**src/rtl/wb_write_buffer_if.sv**
```systemverilog
// Writeback request handshake between the pipeline and the write buffer.
// The master offers {reg, data} and the slave answers with wb_ready.
interface wb_write_buffer_if;
  logic        wb_valid;
  logic [4:0]  wb_reg;
  logic [63:0] wb_data;
  logic        wb_ready;

  modport master (
    output wb_valid,
    output wb_reg,
    output wb_data,
    input  wb_ready
  );

  modport slave (
    input  wb_valid,
    input  wb_reg,
    input  wb_data,
    output wb_ready
  );
endinterface

```
**src/rtl/wb_write_buffer.sv**
```systemverilog
// In-order writeback buffer draining into the register file, with read bypass.
// Define WB_BYPASS_EN to forward buffered data onto ReadData1/ReadData2.
module wb_write_buffer #(
  parameter int DEPTH = 4
) (
  input  logic                       clk,
  input  logic                       reset,
  wb_write_buffer_if.slave           wb,
  input  logic                       hold,
  output logic                       RegWrite,
  output logic [4:0]                 WriteRegister,
  output logic [63:0]                WriteData,
  input  logic [4:0]                 ReadRegister1,
  input  logic [4:0]                 ReadRegister2,
  input  logic [63:0]                RegData1,
  input  logic [63:0]                RegData2,
  output logic [63:0]                ReadData1,
  output logic [63:0]                ReadData2,
  output logic [$clog2(DEPTH):0]     count
);

  localparam int AW = $clog2(DEPTH);
  localparam int CW = AW + 1;

  logic [4:0]    regs [DEPTH];
  logic [63:0]   dat  [DEPTH];
  logic [DEPTH-1:0] vld;
  logic [AW-1:0] rdPtr;
  logic [AW-1:0] wrPtr;
  logic          enq;
  logic          deq;

  assign wb.wb_ready = (count < CW'(DEPTH));
  assign RegWrite    = (count != '0) && !hold;
  assign deq         = RegWrite;
  // Writes to x31 are swallowed: accepted but never stored.
  assign enq = wb.wb_valid && wb.wb_ready && (wb.wb_reg != 5'd31);

  assign WriteRegister = vld[rdPtr] ? regs[rdPtr] : 5'd0;
  assign WriteData     = vld[rdPtr] ? dat[rdPtr]  : 64'd0;

  always_ff @(posedge clk) begin
    if (reset) begin
      count <= '0;
      rdPtr <= '0;
      wrPtr <= '0;
      vld   <= '0;
    end else begin
      if (deq) begin
        vld[rdPtr] <= 1'b0;
        rdPtr      <= rdPtr + AW'(1);
      end
      if (enq) begin
        vld[wrPtr] <= 1'b1;
        wrPtr      <= wrPtr + AW'(1);
      end
      case ({enq, deq})
        2'b10:   count <= count + CW'(1);
        2'b01:   count <= count - CW'(1);
        default: count <= count;
      endcase
    end
  end

  always_ff @(posedge clk) begin
    if (enq) begin
      regs[wrPtr] <= wb.wb_reg;
      dat[wrPtr]  <= wb.wb_data;
    end
  end

`ifdef WB_BYPASS_EN
  // Walk oldest to youngest so the youngest match wins.
  always_comb begin
    ReadData1 = RegData1;
    ReadData2 = RegData2;
    for (int i = 0; i < DEPTH; i++) begin
      if (vld[rdPtr + AW'(i)] &&
          regs[rdPtr + AW'(i)] == ReadRegister1)
        ReadData1 = dat[rdPtr + AW'(i)];
      if (vld[rdPtr + AW'(i)] &&
          regs[rdPtr + AW'(i)] == ReadRegister2)
        ReadData2 = dat[rdPtr + AW'(i)];
    end
    if (ReadRegister1 == 5'd31) ReadData1 = 64'd0;
    if (ReadRegister2 == 5'd31) ReadData2 = 64'd0;
  end
`else
  always_comb begin
    ReadData1 = (ReadRegister1 == 5'd31) ? 64'd0 : RegData1;
    ReadData2 = (ReadRegister2 == 5'd31) ? 64'd0 : RegData2;
  end
`endif

endmodule

```
**src/flat_wrapper.sv**
```systemverilog
// flat-port wrapper written by rule: the top's interface ports become plain ports
module wb_write_buffer_flat 
#(
  parameter int DEPTH = 4
)
  (clk, reset, hold, RegWrite, WriteRegister, WriteData, ReadRegister1, ReadRegister2, RegData1, RegData2, ReadData1, ReadData2, count, wb_wb_valid, wb_wb_reg, wb_wb_data, wb_wb_ready);
  wb_write_buffer_if wb_i ();
  input  logic clk;
  input  logic reset;
  input  logic hold;
  output logic RegWrite;
  output logic [4:0] WriteRegister;
  output logic [63:0] WriteData;
  input  logic [4:0] ReadRegister1;
  input  logic [4:0] ReadRegister2;
  input  logic [63:0] RegData1;
  input  logic [63:0] RegData2;
  output logic [63:0] ReadData1;
  output logic [63:0] ReadData2;
  output logic [$clog2(DEPTH):0] count;
  input wire logic [$bits(wb_i.wb_valid)-1:0] wb_wb_valid;
  input wire logic [$bits(wb_i.wb_reg)-1:0] wb_wb_reg;
  input wire logic [$bits(wb_i.wb_data)-1:0] wb_wb_data;
  output wire logic [$bits(wb_i.wb_ready)-1:0] wb_wb_ready;
  assign wb_i.wb_valid = wb_wb_valid;
  assign wb_i.wb_reg = wb_wb_reg;
  assign wb_i.wb_data = wb_wb_data;
  assign wb_wb_ready = wb_i.wb_ready;
  wb_write_buffer #(.DEPTH(DEPTH)) u_core (.clk(clk), .reset(reset), .wb(wb_i), .hold(hold), .RegWrite(RegWrite), .WriteRegister(WriteRegister), .WriteData(WriteData), .ReadRegister1(ReadRegister1), .ReadRegister2(ReadRegister2), .RegData1(RegData1), .RegData2(RegData2), .ReadData1(ReadData1), .ReadData2(ReadData2), .count(count));
endmodule
```
**config.mk**
```make
export PLATFORM = sky130hd
export DESIGN_NAME = wb_write_buffer_flat
export DESIGN_NICKNAME = d
export VERILOG_FILES = /design/src/rtl/wb_write_buffer_if.sv /design/src/rtl/wb_write_buffer.sv /design/src/flat_wrapper.sv
export SDC_FILE = /design/constraint.sdc
export NUM_CORES = 1
export LEC_CHECK = 0
export ABC_CLOCK_PERIOD_IN_PS = 3400
export CAP_MARGIN = 15
export CORE_MARGIN = 1.5
export CORE_UTILIZATION = 46
export DETAILED_ROUTE_END_ITERATION = 10
export PLACE_DENSITY = 0.81
export SYNTH_ARGS = -nofsm -noshare
export SYNTH_HDL_FRONTEND = slang
export SYNTH_SLANG_ARGS = --single-unit
export TNS_END_PERCENT = 100
```
**constraint.sdc**
```tcl
create_clock -name clk -period 3.4 [get_ports clk]
set_input_delay 0.68 -clock clk [delete_from_list [all_inputs] [get_ports clk]]
set_output_delay 0.68 -clock clk [all_outputs]
set_load 0.05 [all_outputs]
```
### Word level (Yosys, flattened, before mapping)

Memory sizes are Yosys's and may differ from the RTL's. A register that Yosys moved wholly into a read port is not among the register bits.
Index checks and enable logic that the tools add are counted.

* memories kept: 2
* output and inout bits: 202
* register bits: 11
* bits in writable memories: 276
* word-level logic and storage cells: 51
* input port bits: 211

* order comparisons: 5
* reduce and logical (&&, ||, !) cells: 8
* $add $sub $neg: 4
* multiplexer cells: 20
* bitwise logic cells: 3
* equal/unequal tests: 5

Memory list
* u_core.dat: words 4, bits a word 64, rd ports 1, clocked after memory_dff 1, wr ports 1, line wb_write_buffer.sv:26 `logic [63:0] dat [DEPTH];`
* u_core.regs: words 4, bits a word 5, rd ports 1, clocked after memory_dff 1, wr ports 1, line wb_write_buffer.sv:25 `logic [4:0] regs [DEPTH];`

Operators by type and width (number)
* $mux W64: 3
* $mux W4: 3
* $eq A5 B5 Y1 const B: 2
* $mux W2: 4
* $lt A2 B3 Y1 const B: 2
* $pmux W3 S2: 1
* $logic_and A1 B1 Y1: 5
* $mux W1: 5
* $mux W5: 1
* $ne A5 B5 Y1 const B: 1
* $add A2 B1 Y2 const B: 2
* $and A4 B4 Y4: 1
* $demux W1 S2: 2
* $ge A2 B1 Y1 const B: 2
* $not A4 Y4: 1
* $or A4 B4 Y4: 1
* $add A3 B1 Y3 const B: 1
* $lt A3 B3 Y1 const B: 1
* $reduce_bool A3 Y1: 1
* $sub A3 B1 Y3 const B: 1
* $bmux W1 S2: 1
* $eq A2 B1 Y1 const B: 1
* $eq A2 B2 Y1 const B: 1
* $reduce_bool A2 Y1: 1
* $logic_not A1 Y1: 1

### Logic depth before layout (Yosys ltp)

Gate-level depths: netlist (run 1).

* word-level depth: 10
* gate-level depth with buffers: 10
* depth with buffers taken out: 9

### Worst setup path after synthesis (run 1)

No wires, ideal clock.

* path kind: reg2reg
* start point: register u_core.count[0]
* end point: register u_core.count[2]
* cell stages (with the launch flop): 9
* data arrival time: 2.956 ns
* library setup time: 0.070 ns
* data required time: 3.330 ns
* path slack: 0.373 ns
* path buffers: 0
* clock period less this slack: 3.027 ns
* cell sequence: dfxtp_1 > nor3_1 > nor2_1 > ha_1 > inv_1 > fa_1 > xor2_1 > or3_1 > a21oi_1

* elaborated cells on any way between the ends: 11
* those cells by class: add/sub: 2; order compare: 1; eq/ne: 2; mux: 1; reduce/logical: 5

RTL lines
* start: declaration: line wb_write_buffer.sv:19 `output logic [$clog2(DEPTH):0] count`
* start signal: assignment: line wb_write_buffer.sv:58 `2'b10: count <= count + CW'(1);`
* start signal: assignment: line wb_write_buffer.sv:59 `2'b01: count <= count - CW'(1);`
* start signal: assignment: line wb_write_buffer.sv:60 `default: count <= count;`
* $reduce_bool A3 Y1 *: line wb_write_buffer.sv:34 `assign RegWrite = (count != '0) && !hold;`
* $logic_and A1 B1 Y1 *: line wb_write_buffer.sv:34
* named net RegWrite: line flat_wrapper.sv:11 `output logic RegWrite;`
* $eq A2 B1 Y1 or $eq A2 B2 Y1 (tied branches): line wb_write_buffer.sv:57 `case ({enq, deq})`
* $pmux W3 S2 or $reduce_bool A2 Y1 (tied branches)

Mark *: on every way through the listed nets, which the timed path passes. The rest lies on a longest branch.
A chain may end at the register's enable or synchronous reset.

==> impl_metrics.py, run 1 <==
metrics = {
    "status": {
        "outcome": "complete, no violations",
    },
    "pwr": {
        "power.leakage_nw": 6.62,
        "ir_worst_vdd_mv": 0.545,
        "power_density_mw_per_mm2": 635,
    },
    "critical_path": {
        "cp_common_cell": "buf_4",
        "cp_num_cells": 4,
        "worstReg2RegStart": "u_core.count[0]",
        "timing_worst_setup_path_type": "flop to primary output",
        "slowest_stage": "mux4_2",
        "rrSetupSlack_ns": 1.19,
        "max_stage_delay_ns": 0.59,
        "reg2reg_to": "u_core.count[2]",
        "cp_top_family": "buffers and inverters",
        "critPathBufInv": 2,
        "cp_max_fo": 28,
        "cp-start-kind": "flop",
        "endpoint": "WriteData[43]",
        "crit_path_end_kind": "primary output",
        "r2r_cells": 8,
        "crit_chain": "buf_4 -> mux4_2 -> nor2b_1 -> buf_4",
        "cp.arrival_ns": 2.54,
        "worstPathRequired_ns": 2.72,
    },
    "finish": {
        "design_area_mm2": 0.0180,
        "fin_nets": 1312,
        "drive_gt1_frac": 0.277,
        "layout_commonest_cell": "edfxtp_1",
        "final_cell_mix": "edfxtp_1 (276), clkdlybuf4s50_1 (215), and2_1 (128), buf_4 (117), mux4_2 (69)",
        "fin_cells": 1461,
        "area_growth_pct": 48.0,
    },
    "job": {
        "max_cap_violations": 0,
    },
    "detailed_routing": {
        "drc": 0,
        "vias": 7641,
        "vias_per_cell": 5.23,
        "drtIter0Drc": 612,
        "drt-total-wl_um": 35700,
        "wl_per_cell_um": 24.4,
        "ant_nets": 0,
        "dr.pass1.iters": 6,
    },
    "sta": {
        "hold_viol_final": 0,
        "relSlewSlack": 0.546,
        "fmax_mhz": 310,
        "fin_crit_sh": 0.948,
        "worst_slew_pin_slew_ns": 0.675,
        "drv_slew": 0,
        "setup_viol": 0,
        "period_minus_slack_ns": 3.22,
        "clock_skew_ns": 0.0105,
        "rsz0062_at_grt": "false",
        "final.setup.tns_ns": 0,
    },
    "clock_tree": {
        "insertion_delay_ns": 0.52,
        "cts_tree": "yes",
        "numCtsBuffers": 26,
        "clock_path_buffers": 3,
        "htreeDepth": 1,
        "clk_pin_slew_ns": 0.06,
        "cts_root_buffer": "clkbuf_16",
        "cts_sinks": 289,
    },
    "synth": {
        "synthesis.area_mm2": 0.0121,
        "synth_fp_nets": 888,
        "synth_enable_flop_cells": 276,
        "synth_area_leaders": "edfxtp_1 (68%), mux4_2 (13%), and2_1 (6.6%)",
        "yosys_warnings": 0,
        "yosysUniqueCellTypes": 32,
        "ys_ff_latch": 289,
        "synth_top_flop_cell": "edfxtp_1",
        "yosysTopAreaCell": "edfxtp_1",
        "yosysTopAreaCellShare": 0.683,
        "async_flop_share": 0,
        "ys_seq_area_frac": 0.704,
        "synthCells": 667,
        "avgSynthCellArea_um2": 18.2,
    },
    "placed_design": {
        "placed_area_mm2": 0.0170,
        "gp_congestion": 0.841,
        "dp_hpwl_um": 26500,
        "portBuffers": 412,
        "dpl.cell_count": 1398,
    },
    "grt": {
        "antenna_found_initial": 19,
        "grt_max_degree": 65,
        "grt_pass1_vias": 7725,
        "grt-ovfl-total": 0,
        "track_usage": 0.252,
        "grt_pass1_wl_um": 49200,
    },
    "die": {
        "die-area_mm2": 0.0274,
        "start_util": 0.467,
        "core_area_mm2": 0.0260,
        "fp.dieW_um": 165,
        "top_level_ports": 413,
        "rows": 59,
        "die_h_um": 165,
    },
    "min_path": {
        "min_path_type": "flop to flop",
    },
}
per-layer routing:
layer	track usage	part of all wire	wire length (um)	up-vias
met5	0	0.0013	47	-
met4	0.136	0.036	1280	8
met3	0.0767	0.086	3090	71
met2	0.430	0.53	18900	360
met1	0.285	0.35	12400	3812
li1	-	-	-	3390
sequential cells by signal, summed over array words and instances (netlist names), named ones only:
register,flops
u_core.rdPtr,2
u_core.count,3
u_core.regs,20
u_core.dat,256
u_core.wrPtr,2
u_core.vld,4
cells by family after synthesis:
group / synth area share
flops: 0.704
simple gates: 0.117
mux: 0.131
buf+inv: 0.0225
compound gates: 0.0118
fa+ha+maj: 0.0109
xor+xnor: 0.00144
final cells by class:
class | count | area [um2]
clock inverters | 18 | 185
inverters | 14 | 52.6
well taps | 335 | 419
diodes | 16 | 40.0
clock buffers | 29 | 683
fillers | 1705 | 8030
repair buffers | 433 | 4690
flip-flops and latches | 289 | 8560
multi-input cells | 327 | 3330
Yosys cell counts, drive strengths merged, types with 3 or more instances:
library cell,n
edfxtp,276
buf,13
mux2i,3
o21ai,6
ha,9
mux4,69
and2,128
clkbuf,24
a21oi,8
nand3,3
inv,14
dfxtp,13
nand2,3
nor2,4
nor2b,70
nand2b,4
o211ai,4
report_power, final:
part / leakage (nW) / switching [mW] / internal [mW]
Combinational: 3.55 / 2.34 / 1.64
Sequential: 2.64 / 0.154 / 4.31
Clock: 0.429 / 1.22 / 1.74
metrics by stage:
step	power, mW	hold slack (ns)	util	setup slack, ns
6_report	11.4	0.495	0.691	0.176
5_1_grt	11.8	0.522	0.691	0.0263
4_1_cts	11.5	0.493	0.688	0.0000679
3_5_place_dp	8.57	0.483	0.655	0.378
3_3_place_gp	8.51	0.472	0.655	0.437
2_1_floorplan	7.19	0.454	-	0.373
what timing repair did:
action	in CTS	in global routing
setup buffers	0	0
setup endpoints to repair	21	17
hold buffers	0	0
resized for setup	21	17
worst min-delay path by stage:
stage,depth (start not counted),endpoint,slack [ns],from
global placement,2,u_core.vld[0],0.47,u_core.vld[0]
detailed placement,2,u_core.vld[3],0.48,u_core.vld[3]
floorplan,2,u_core.vld[0],0.45,u_core.vld[0]
CTS,2,u_core.vld[3],0.49,u_core.vld[3]
finish,2,u_core.vld[0],0.49,u_core.vld[0]
global route,2,u_core.vld[0],0.52,u_core.vld[0]
worst reg2reg max path: stages (launching register included):
cell and delay [ns]:
dfxtp_1 0.34, nor3_1 0.59, nor2_1 0.19, ha_1 0.26, inv_1 0.07, fa_1 0.17
xor2_1 0.07, or3_1 0.30, a21oi_1 0.14
Power figures use the tool's default switching activity.
==> run 2, diff against run 1 <==
==> constraint.sdc (replaced) <==
create_clock -name clk -period 3.4 [get_ports clk]
set_input_delay 0.51 -clock clk [delete_from_list [all_inputs] [get_ports clk]]
set_output_delay 0.51 -clock clk [all_outputs]
set_load 0.05 [all_outputs]
==> run 2 against run 1 <==
  * Total power increased by 0.67%
  * Sequential power about the same
  * Combinational power about the same
  * Largest cell class unchanged
  * Highest routed layer unchanged
==> impl_metrics.py, run 2 (synthesized netlist as in run 1, its figures left out) <==
metrics = {
    "clock_tree": {
        "htreeDepth": 1,
        "cts_root_buffer": "clkbuf_16",
        "clock_path_buffers": 3,
        "clk_pin_slew_ns": 0.06,
        "cts_tree": "yes",
        "ctsHoldBuffers": 0,
        "cts_sinks": 289,
        "insertion_delay_ns": 0.53,
        "numCtsBuffers": 28,
    },
    "critical_path": {
        "max_stage_delay_ns": 0.75,
        "timing_worst_setup_path_type": "flop to primary output",
        "worstPathRequired_ns": 2.89,
        "rrSetupSlack_ns": 1.06,
        "cp.arrival_ns": 2.80,
        "r2r_cells": 8,
        "crit_path_end_kind": "primary output",
        "slowest_stage": "clkdlybuf4s50_1",
        "cp_max_fo": 16,
        "cp-start-kind": "flop",
        "crit_chain": "mux2i_2 -> mux2_4 -> buf_12 -> nor2b_4 -> clkdlybuf4s50_1",
    },
    "finish": {
        "final_cell_mix": "clkdlybuf4s50_1 (320), edfxtp_1 (276), and2_1 (128), buf_4 (76), mux4_2 (69)",
        "largest_register_ff_count": 256,
        "final_util": 0.678,
        "layout_commonest_cell": "clkdlybuf4s50_1",
        "fin_cells": 1456,
        "design_area_mm2": 0.0176,
        "drive_gt1_frac": 0.198,
        "area_growth_pct": 45.3,
        "fill_cells": 1751,
        "fin_nets": 1315,
        "top_register": "u_core.dat",
        "largestRegisters": "u_core.dat: 256 flops, u_core.regs: 20 flops, u_core.vld: 4 flops",
    },
    "placed_design": {
        "gp_congestion": 0.797,
        "portBuffers": 412,
        "dpl.cell_count": 1397,
        "dp_hpwl_um": 26300,
        "dp_slack_ns": 0.419,
        "placed_area_mm2": 0.0167,
    },
    "sta": {
        "setup_viol": 0,
        "relSlewSlack": 0.506,
        "fin_crit_sh": 0.975,
        "worst_slew_pin_slew_ns": 0.735,
        "clock_skew_ns": 0.00672,
        "rsz0062_at_grt": "false",
        "finalWorstSetupSlack_ns": 0.0863,
        "fmax_mhz": 302,
        "final.setup.tns_ns": 0,
        "period_minus_slack_ns": 3.31,
        "fin_hold_ws_ns": 0.496,
        "drv_slew": 0,
        "hold_viol_final": 0,
    },
    "detailed_routing": {
        "drtIter0Drc": 575,
        "dr.pass1.iters": 5,
        "drt-total-wl_um": 35700,
        "drc": 0,
        "ant_nets": 0,
        "vias_per_cell": 5.24,
        "wl_per_cell_um": 24.5,
        "vias": 7624,
    },
    "die": {
        "rows": 59,
        "die-area_mm2": 0.0274,
        "die_h_um": 165,
        "core_area_mm2": 0.0260,
        "fp.dieW_um": 165,
        "start_util": 0.467,
        "top_level_ports": 413,
    },
    "pwr": {
        "combPwrFrac": 0.349,
        "p_clk_frac": 0.260,
        "p_sw_mw": 3.72,
        "seq_power_share": 0.391,
        "swShare": 0.324,
        "power_mw": 11.5,
        "ir_worst_vdd_mv": 0.609,
        "power.leakage_nw": 6.22,
        "power_density_mw_per_mm2": 651,
        "p_int_mw": 7.76,
    },
    "grt": {
        "track_usage": 0.249,
        "grt_pass1_vias": 7654,
        "antenna_found_initial": 14,
        "grt-ovfl-total": 0,
        "grt_pass1_wl_um": 48300,
        "grt_max_degree": 60,
    },
    "job": {
        "max_cap_violations": 0,
    },
    "status": {
        "outcome": "complete, no violations",
    },
    "min_path": {
        "hold_path_depth": 2,
        "min_path_type": "flop to flop",
    },
}
## run 2: cell type report
type                       count  area (um2)  share of cell area
sequential                   289        8560               0.485
timing repair buffer         433        4350               0.247
tap                          335         419              0.0238
inverter                      14        52.6             0.00298
clock buffer                  35         748              0.0424
multi-input combinational    328        3350               0.190
clock inverter                14         140             0.00795
antenna                        8        20.0             0.00114
## run 2: final timing paths
kind / startpoint / to
hold reg to reg: u_core.vld[3] / u_core.vld[3]
setup reg to reg: u_core.count[0] / u_core.count[2]
hold / removal: u_core.vld[3] / u_core.vld[3]
setup / recovery: u_core.rdPtr[0] / WriteData[59]
## run 2: what timing repair did
item	CTS	global route
buffers inserted	0	1
pin swaps	0	0
resized for setup	4	18
endpoints found under the hold margin	0	0
cloned	0	1
setup endpoints to repair	4	27
## run 2: power by group through the flow
stage,combinational [mW],clock [mW],sequential [mW]
final,4.01,2.99,4.48
after global routing,4.20,3.15,4.51
after CTS,4.02,3.03,4.48
after detailed placement,4.00,0,4.55
after global placement,3.96,0,4.52
after floorplan,2.68,0,4.51
## run 2: per-layer routing
layer	vias up	track usage	routed length (um)
li1	3394	-	-
met1	3769	0.290	12500
met2	373	0.436	18800
met3	72	0.0684	3160
met4	16	0.0994	1150
met5	-	0	96
## run 2: critical path: cells and delay by family (launching register included)
kind / cells / cell delay [ns]
flip-flops: 1 / 0.49
AND/OR/NAND/NOR: 1 / 0.05
buffers and inverters: 2 / 0.98
multiplexers: 2 / 0.75
